### src/rtl/alu_decode_pkg.sv
// Shared ALU encodings: function codes, funct7 qualifiers and the opcodes
// that the decode stage recognises.
package ALU_FNS;

  typedef enum logic [2:0] {
    ADD_SUB = 3'd0,
    SLL     = 3'd1,
    SLT     = 3'd2,
    SLTU    = 3'd3,
    XOR     = 3'd4,
    SRL_SRA = 3'd5,
    OR      = 3'd6,
    AND     = 3'd7
  } alu_fn_t;

  typedef enum logic [6:0] {
    ADD_SRL = 7'b0000000,
    SUB_SRA = 7'b0100000
  } funct7_t;

  localparam logic [6:0] OPC_OP     = 7'b0110011;
  localparam logic [6:0] OPC_OP_IMM = 7'b0010011;

endpackage

### src/rtl/alu_decode_regfile.sv
// Architectural register file: two combinational read ports with write-port
// bypass, one synchronous write port, x0 hardwired to zero.
module regfile #(
  parameter int WIDTH    = 32,
  parameter int NUM_REGS = 32
) (
  input  logic             clk,
  input  logic             rst,
  input  logic             i_we,
  input  logic [4:0]       i_wa,
  input  logic [WIDTH-1:0] i_wd,
  input  logic [4:0]       i_ra1,
  input  logic [4:0]       i_ra2,
  output logic [WIDTH-1:0] o_rd1,
  output logic [WIDTH-1:0] o_rd2
);

  logic [WIDTH-1:0] r_mem [NUM_REGS];

  always_ff @(posedge clk) begin
    if (rst) begin
      for (int i = 0; i < NUM_REGS; i++) r_mem[i] <= '0;
    end else if (i_we && (i_wa != 5'd0)) begin
      r_mem[i_wa] <= i_wd;
    end
  end

  // Bypass lets a value written this cycle reach an operand being fetched now.
  always_comb begin
    o_rd1 = r_mem[i_ra1];
    if (i_ra1 == 5'd0)                  o_rd1 = '0;
    else if (i_we && (i_wa == i_ra1))   o_rd1 = i_wd;
  end

  always_comb begin
    o_rd2 = r_mem[i_ra2];
    if (i_ra2 == 5'd0)                  o_rd2 = '0;
    else if (i_we && (i_wa == i_ra2))   o_rd2 = i_wd;
  end

endmodule

### src/rtl/alu_decode.sv
// Decode/operand-fetch stage: turns RV32I OP / OP-IMM instructions into ALU
// inputs held in an output register behind a valid/ready handshake.
module alu_decode
  import ALU_FNS::*;
#(
  parameter int WIDTH    = 32,
  parameter int NUM_REGS = 32
) (
  input  logic             clk,
  input  logic             rst,
  input  logic             instr_valid,
  input  logic [31:0]      instr,
  output logic             instr_ready,
  input  logic             wb_en,
  input  logic [4:0]       wb_rd,
  input  logic [WIDTH-1:0] wb_data,
  output logic             ex_valid,
  input  logic             ex_ready,
  output alu_fn_t          fn,
  output funct7_t          funct7,
  output logic [WIDTH-1:0] a,
  output logic [WIDTH-1:0] b,
  output logic [4:0]       rd,
  output logic             illegal
);

  logic [6:0]       w_opc;
  logic [6:0]       w_f7;
  alu_fn_t          w_f3;
  logic             w_is_op;
  logic             w_is_imm;
  logic             w_imm_shift;
  logic             w_legal;
  logic             w_accept;
  logic [WIDTH-1:0] w_rs1_val;
  logic [WIDTH-1:0] w_rs2_val;

  alu_fn_t          w_fn_n;
  funct7_t          w_f7_n;
  logic [WIDTH-1:0] w_a_n;
  logic [WIDTH-1:0] w_b_n;
  logic [4:0]       w_rd_n;

  logic             r_valid;
  alu_fn_t          r_fn;
  funct7_t          r_f7;
  logic [WIDTH-1:0] r_a;
  logic [WIDTH-1:0] r_b;
  logic [4:0]       r_rd;
  logic             r_illegal;

  regfile #(.WIDTH(WIDTH), .NUM_REGS(NUM_REGS)) u_regfile (
    .clk   (clk),
    .rst   (rst),
    .i_we  (wb_en),
    .i_wa  (wb_rd),
    .i_wd  (wb_data),
    .i_ra1 (instr[19:15]),
    .i_ra2 (instr[24:20]),
    .o_rd1 (w_rs1_val),
    .o_rd2 (w_rs2_val)
  );

  assign w_opc       = instr[6:0];
  assign w_f7        = instr[31:25];
  assign w_f3        = alu_fn_t'(instr[14:12]);
  assign w_is_op     = (w_opc == OPC_OP);
  assign w_is_imm    = (w_opc == OPC_OP_IMM);
  assign w_imm_shift = w_is_imm && ((w_f3 == SLL) || (w_f3 == SRL_SRA));

  assign instr_ready = !r_valid || ex_ready;
  assign w_accept    = instr_valid && instr_ready;

  always_comb begin
    w_legal = 1'b0;
    if (w_is_op) begin
      w_legal = (w_f7 == ADD_SRL) ||
                ((w_f7 == SUB_SRA) && ((w_f3 == ADD_SUB) || (w_f3 == SRL_SRA)));
    end else if (w_is_imm) begin
      case (w_f3)
        SLL:     w_legal = (w_f7 == ADD_SRL);
        SRL_SRA: w_legal = (w_f7 == ADD_SRL) || (w_f7 == SUB_SRA);
        default: w_legal = 1'b1;
      endcase
    end
  end

  // Illegal instructions still flow downstream, but as a harmless zeroed op.
  always_comb begin
    w_fn_n = ADD_SUB;
    w_f7_n = ADD_SRL;
    w_a_n  = '0;
    w_b_n  = '0;
    w_rd_n = 5'd0;
    if (w_legal) begin
      w_fn_n = w_f3;
      w_a_n  = w_rs1_val;
      w_rd_n = instr[11:7];
      if (w_is_op) begin
        w_b_n  = w_rs2_val;
        w_f7_n = funct7_t'(w_f7);
      end else if (w_imm_shift) begin
        w_b_n  = WIDTH'(instr[24:20]);
        w_f7_n = funct7_t'(w_f7);
      end else begin
        w_b_n  = {{(WIDTH-12){instr[31]}}, instr[31:20]};
      end
    end
  end

  always_ff @(posedge clk) begin
    if (rst) begin
      r_valid   <= 1'b0;
      r_fn      <= ADD_SUB;
      r_f7      <= ADD_SRL;
      r_a       <= '0;
      r_b       <= '0;
      r_rd      <= 5'd0;
      r_illegal <= 1'b0;
    end else if (w_accept) begin
      r_valid   <= 1'b1;
      r_fn      <= w_fn_n;
      r_f7      <= w_f7_n;
      r_a       <= w_a_n;
      r_b       <= w_b_n;
      r_rd      <= w_rd_n;
      r_illegal <= !w_legal;
    end else if (ex_ready) begin
      r_valid   <= 1'b0;
    end
  end

  assign ex_valid = r_valid;
  assign fn       = r_fn;
  assign funct7   = r_f7;
  assign a        = r_a;
  assign b        = r_b;
  assign rd       = r_rd;
  assign illegal  = r_illegal;

endmodule
### config.mk
export PLATFORM = sky130hd
export DESIGN_NAME = alu_decode
export DESIGN_NICKNAME = d
export VERILOG_FILES = /design/src/rtl/alu_decode_pkg.sv /design/src/rtl/alu_decode_regfile.sv /design/src/rtl/alu_decode.sv
export SDC_FILE = /design/constraint.sdc
export NUM_CORES = 2
export LEC_CHECK = 0
export CAP_MARGIN = 10
export CORE_UTILIZATION = 30
export DETAILED_ROUTE_END_ITERATION = 8
export GPL_TIMING_DRIVEN = 0
export PLACE_DENSITY = 0.57
export SYNTH_ARGS = -nofsm -noshare
export SYNTH_HDL_FRONTEND = slang
export SYNTH_SLANG_ARGS = --single-unit
### constraint.sdc
create_clock -name clk -period 5.6 [get_ports clk]
set_input_delay 1.68 -clock clk [delete_from_list [all_inputs] [get_ports clk]]
set_output_delay 1.68 -clock clk [all_outputs]
set_load 0.02 [all_outputs]
==> flow_summary.json <==
{
  "irDropWorstVdd_mv": 0.3595,
  "ys_seq_area_frac": 0.5669,
  "drt_iter0_drc": 6512,
  "startpoint": "instr[24]",
  "crit_family": "buffers and inverters",
  "failed_checks": "DRC, capacitance limit, slew limit, setup timing",
  "layout-drive-gt1-share": 0.1933,
  "crit_chain": "clkdlybuf4s50_1 -> or4b_2 -> clkbuf_1 -> clkbuf_1 -> clkbuf_1 -> o22ai_1 -> nor4_1 -> o221ai_1 -> a21oi_1 -> a2bb2oi_1",
  "ios": 156,
  "max_freq_mhz": 170.0,
  "post-route-cell-area_um2": 66510,
  "htree_num_levels": 4,
  "synth_edf_count": 1024,
  "gr-total-overflow": 0,
  "status": "complete, but fails checks",
  "critPathLaunchType": "input pin",
  "setup_viol": 165,
  "power.density_nw_per_um2": 308.6,
  "cp_slowest_cell": "clkbuf_1",
  "clock_latency_ps": 790,
  "nFillCells": 18190,
  "max_slew_margin": -0.002629,
  "crit_buf_inv": 4,
  "cp_common_cell": "clkbuf_1",
  "core_um2": 188400,
  "worstPathMaxFanout": 10,
  "hold_viol_final": 0,
  "post-route-period-util": 1.050,
  "placed_area_um2": 62150,
  "yosys.area.top_type": "edfxtp_1",
  "grt_pass1_wl_um": 329300,
  "ys_seq_elements": 1105,
  "worst-setup-path-type": "in -> reg",
  "synthDominantCellAreaShare": 0.5385,
  "post_cts_resized": 6,
  "vias": 41100,
  "post-cts-setup-buffers": 0,
  "multi_input_area_um2": 23120,
  "regArea_um2": 32370,
  "initial_core_util": 0.3031,
  "place_congestion": 0.9820,
  "port-buffer-count": 149,
  "viasPerCell": 5.856,
  "max_slew.worst_pin.slew_ps": 1504,
  "post_drt_wl_per_cell_um": 34.96,
  "required_ps": 6300,
  "leakage_nw": 22.15,
  "drt-total-wl_um": 245300,
  "cp.arrival_ps": 6590,
  "cts_num_sinks": 1105,
  "ant_nets": 0,
  "synthArstFlopShare": 0,
  "fin_cells": 7018,
  "dp_hpwl_um": 172700,
  "max_stage_delay_ps": 840,
  "pre_cts_ws_ps": -1135,
  "antenna_found_initial": 30,
  "rows": 159,
  "die_w_um": 438.3,
  "cts.clk_slew.worst_paths_ps": 60,
  "syn_inst": 4055,
  "ys_top_cells_by_area": "edfxtp_1, mux4_2, and2_1, mux2_2, dfxtp_1",
  "grt_start_max_net_pins": 33,
  "grt_pass1_vias": 39650,
  "dieArea_um2": 192100,
  "syn_area_um2": 57100,
  "fin_nets": 4467,
  "placed_cells": 6749,
  "worstHoldStart": "funct7[6]",
  "die_h_um": 438.3,
  "synth_warnings": 0,
  "cts_made_buffers": 131,
  "cts_tree": "yes",
  "cap_violations": 1,
  "grt.total_usage": 0.2502,
  "endpoint_kind": "flop",
  "remaining_drc_errors": 4,
  "finalSetupTns_ps": -16460,
  "postCtsHoldBufs": 0,
  "hp-class": "reg -> reg",
  "cts_root_buffer": "clkbuf_16",
  "finalMaxSlewViolations": 10,
  "setup_slack_ps": -282.3,
  "syn_to_final_growth_pct": 16.47,
  "r2r_setup_slack_ps": 2400,
  "syn_area_per_cell_um2": 14.08,
  "r2r_start": "ex_valid",
  "synth-main-ff-cell": "edfxtp_1",
  "yosysUniqueCellTypes": 61,
  "drt-pass1-iter-count": 8,
  "clock_skew_ps": 39.72,
  "clk_path_buf_depth": 3,
  "fin_crit_ps": 5882
}
-- state kept, by name, indices dropped and copies added (netlist names) --
| signal | flops |
|---|---|
| u_regfile.r_mem | 1024 |
| a | 32 |
| b | 32 |
| funct7 | 7 |
| rd | 5 |
| fn | 3 |
| ex_valid | 1 |
| illegal | 1 |
-- path summary, 6_finish.rpt --
check / cells after the start / endpoint
setup / recovery: 10 / b[22]
hold / removal: 1 / funct7[6]
setup reg to reg: 6 / a[18]
hold reg to reg: 1 / funct7[6]
-- where the power goes --
group	switching [mW]	total [mW]	internal, mW
Combinational	1.49	2.37	0.876
Sequential	0.216	9.66	9.44
Clock	3.60	8.50	4.90
Total	5.31	20.5	15.2
-- cells in the final DEF (no fill, tap or decap), drive strengths merged, types with 6 or more instances in the layout --
| cell | n |
|---|---|
| nor3 | 104 |
| nor2 | 59 |
| bufinv | 6 |
| mux4 | 393 |
| diode | 28 |
| buf | 129 |
| a22oi | 52 |
| edfxtp | 1024 |
| nand3 | 22 |
| nor2b | 20 |
| dfxtp | 81 |
| o22ai | 243 |
| conb | 32 |
| o31ai | 17 |
| and2 | 907 |
| inv | 10 |
| a32oi | 8 |
| a2bb2oi | 14 |
| mux2i | 117 |
| o221ai | 16 |
| nor4 | 53 |
| a211oi | 11 |
| or2 | 32 |
| nand3b | 6 |
| or3 | 9 |
| nand4 | 13 |
| mux2 | 148 |
| xnor2 | 6 |
| a21oi | 27 |
| or4 | 7 |
| o21ai | 6 |
| nand2 | 150 |
| clkdlybuf4s50 | 149 |
| clkbuf | 516 |
| clkinv | 42 |
-- Yosys cell counts, drive strengths merged (27+ instances only) --
library cell and instances:
edfxtp 1024, and2 907, mux4 393, clkbuf 332
o22ai 243, nand2 150, mux2 148, mux2i 117
buf 105, nor3 104, dfxtp 81, nor2 59
nor4 53, a22oi 52, or2 32, a21oi 27
-- per-layer routing --
metal | track usage | vias up | share of wire
met2 | 0.3722 | 3093 | 0.44
met3 | 0.06405 | 738 | 0.11
li1 | - | 16290 | -
met5 | 0 | - | 0.00018
met4 | 0.1854 | 6 | 0.085
met1 | 0.3135 | 20970 | 0.37
-- stage by stage --
stage                     hold WS (ps)  total power [mW]  utilization
after floorplan                  551.9             11.03            -
after global placement           442.5             12.03       0.3282
after detailed placement         446.6             12.09       0.3299
after CTS                        460.1             20.39       0.3518
after global routing             476.4             20.86       0.3527
final                            457.3             20.52       0.3530
-- area by class of cell --
cell class / instances / area share
antenna: 28 / 0.001054
clock inverter: 51 / 0.005870
timing repair buffer: 174 / 0.02860
inverter: 7 / 0.0003951
sequential: 1105 / 0.4867
multi-input combinational: 2537 / 0.3476
buffer: 437 / 0.02677
clock buffer: 184 / 0.05604
tap: 2495 / 0.04694
-- kinds of logic (layout without fill, tap and decap cells) --
group,count (synthesis),count (layout),synth area share
simple gates,1408,1408,0.1445
flops,1105,1105,0.5669
mux,658,658,0.2047
buf+inv,444,853,0.03122
compound gates,429,429,0.05110
xor+xnor,10,10,0.001534
other cells,1,60,0.00006567
(Power assumes the default switching activity.)
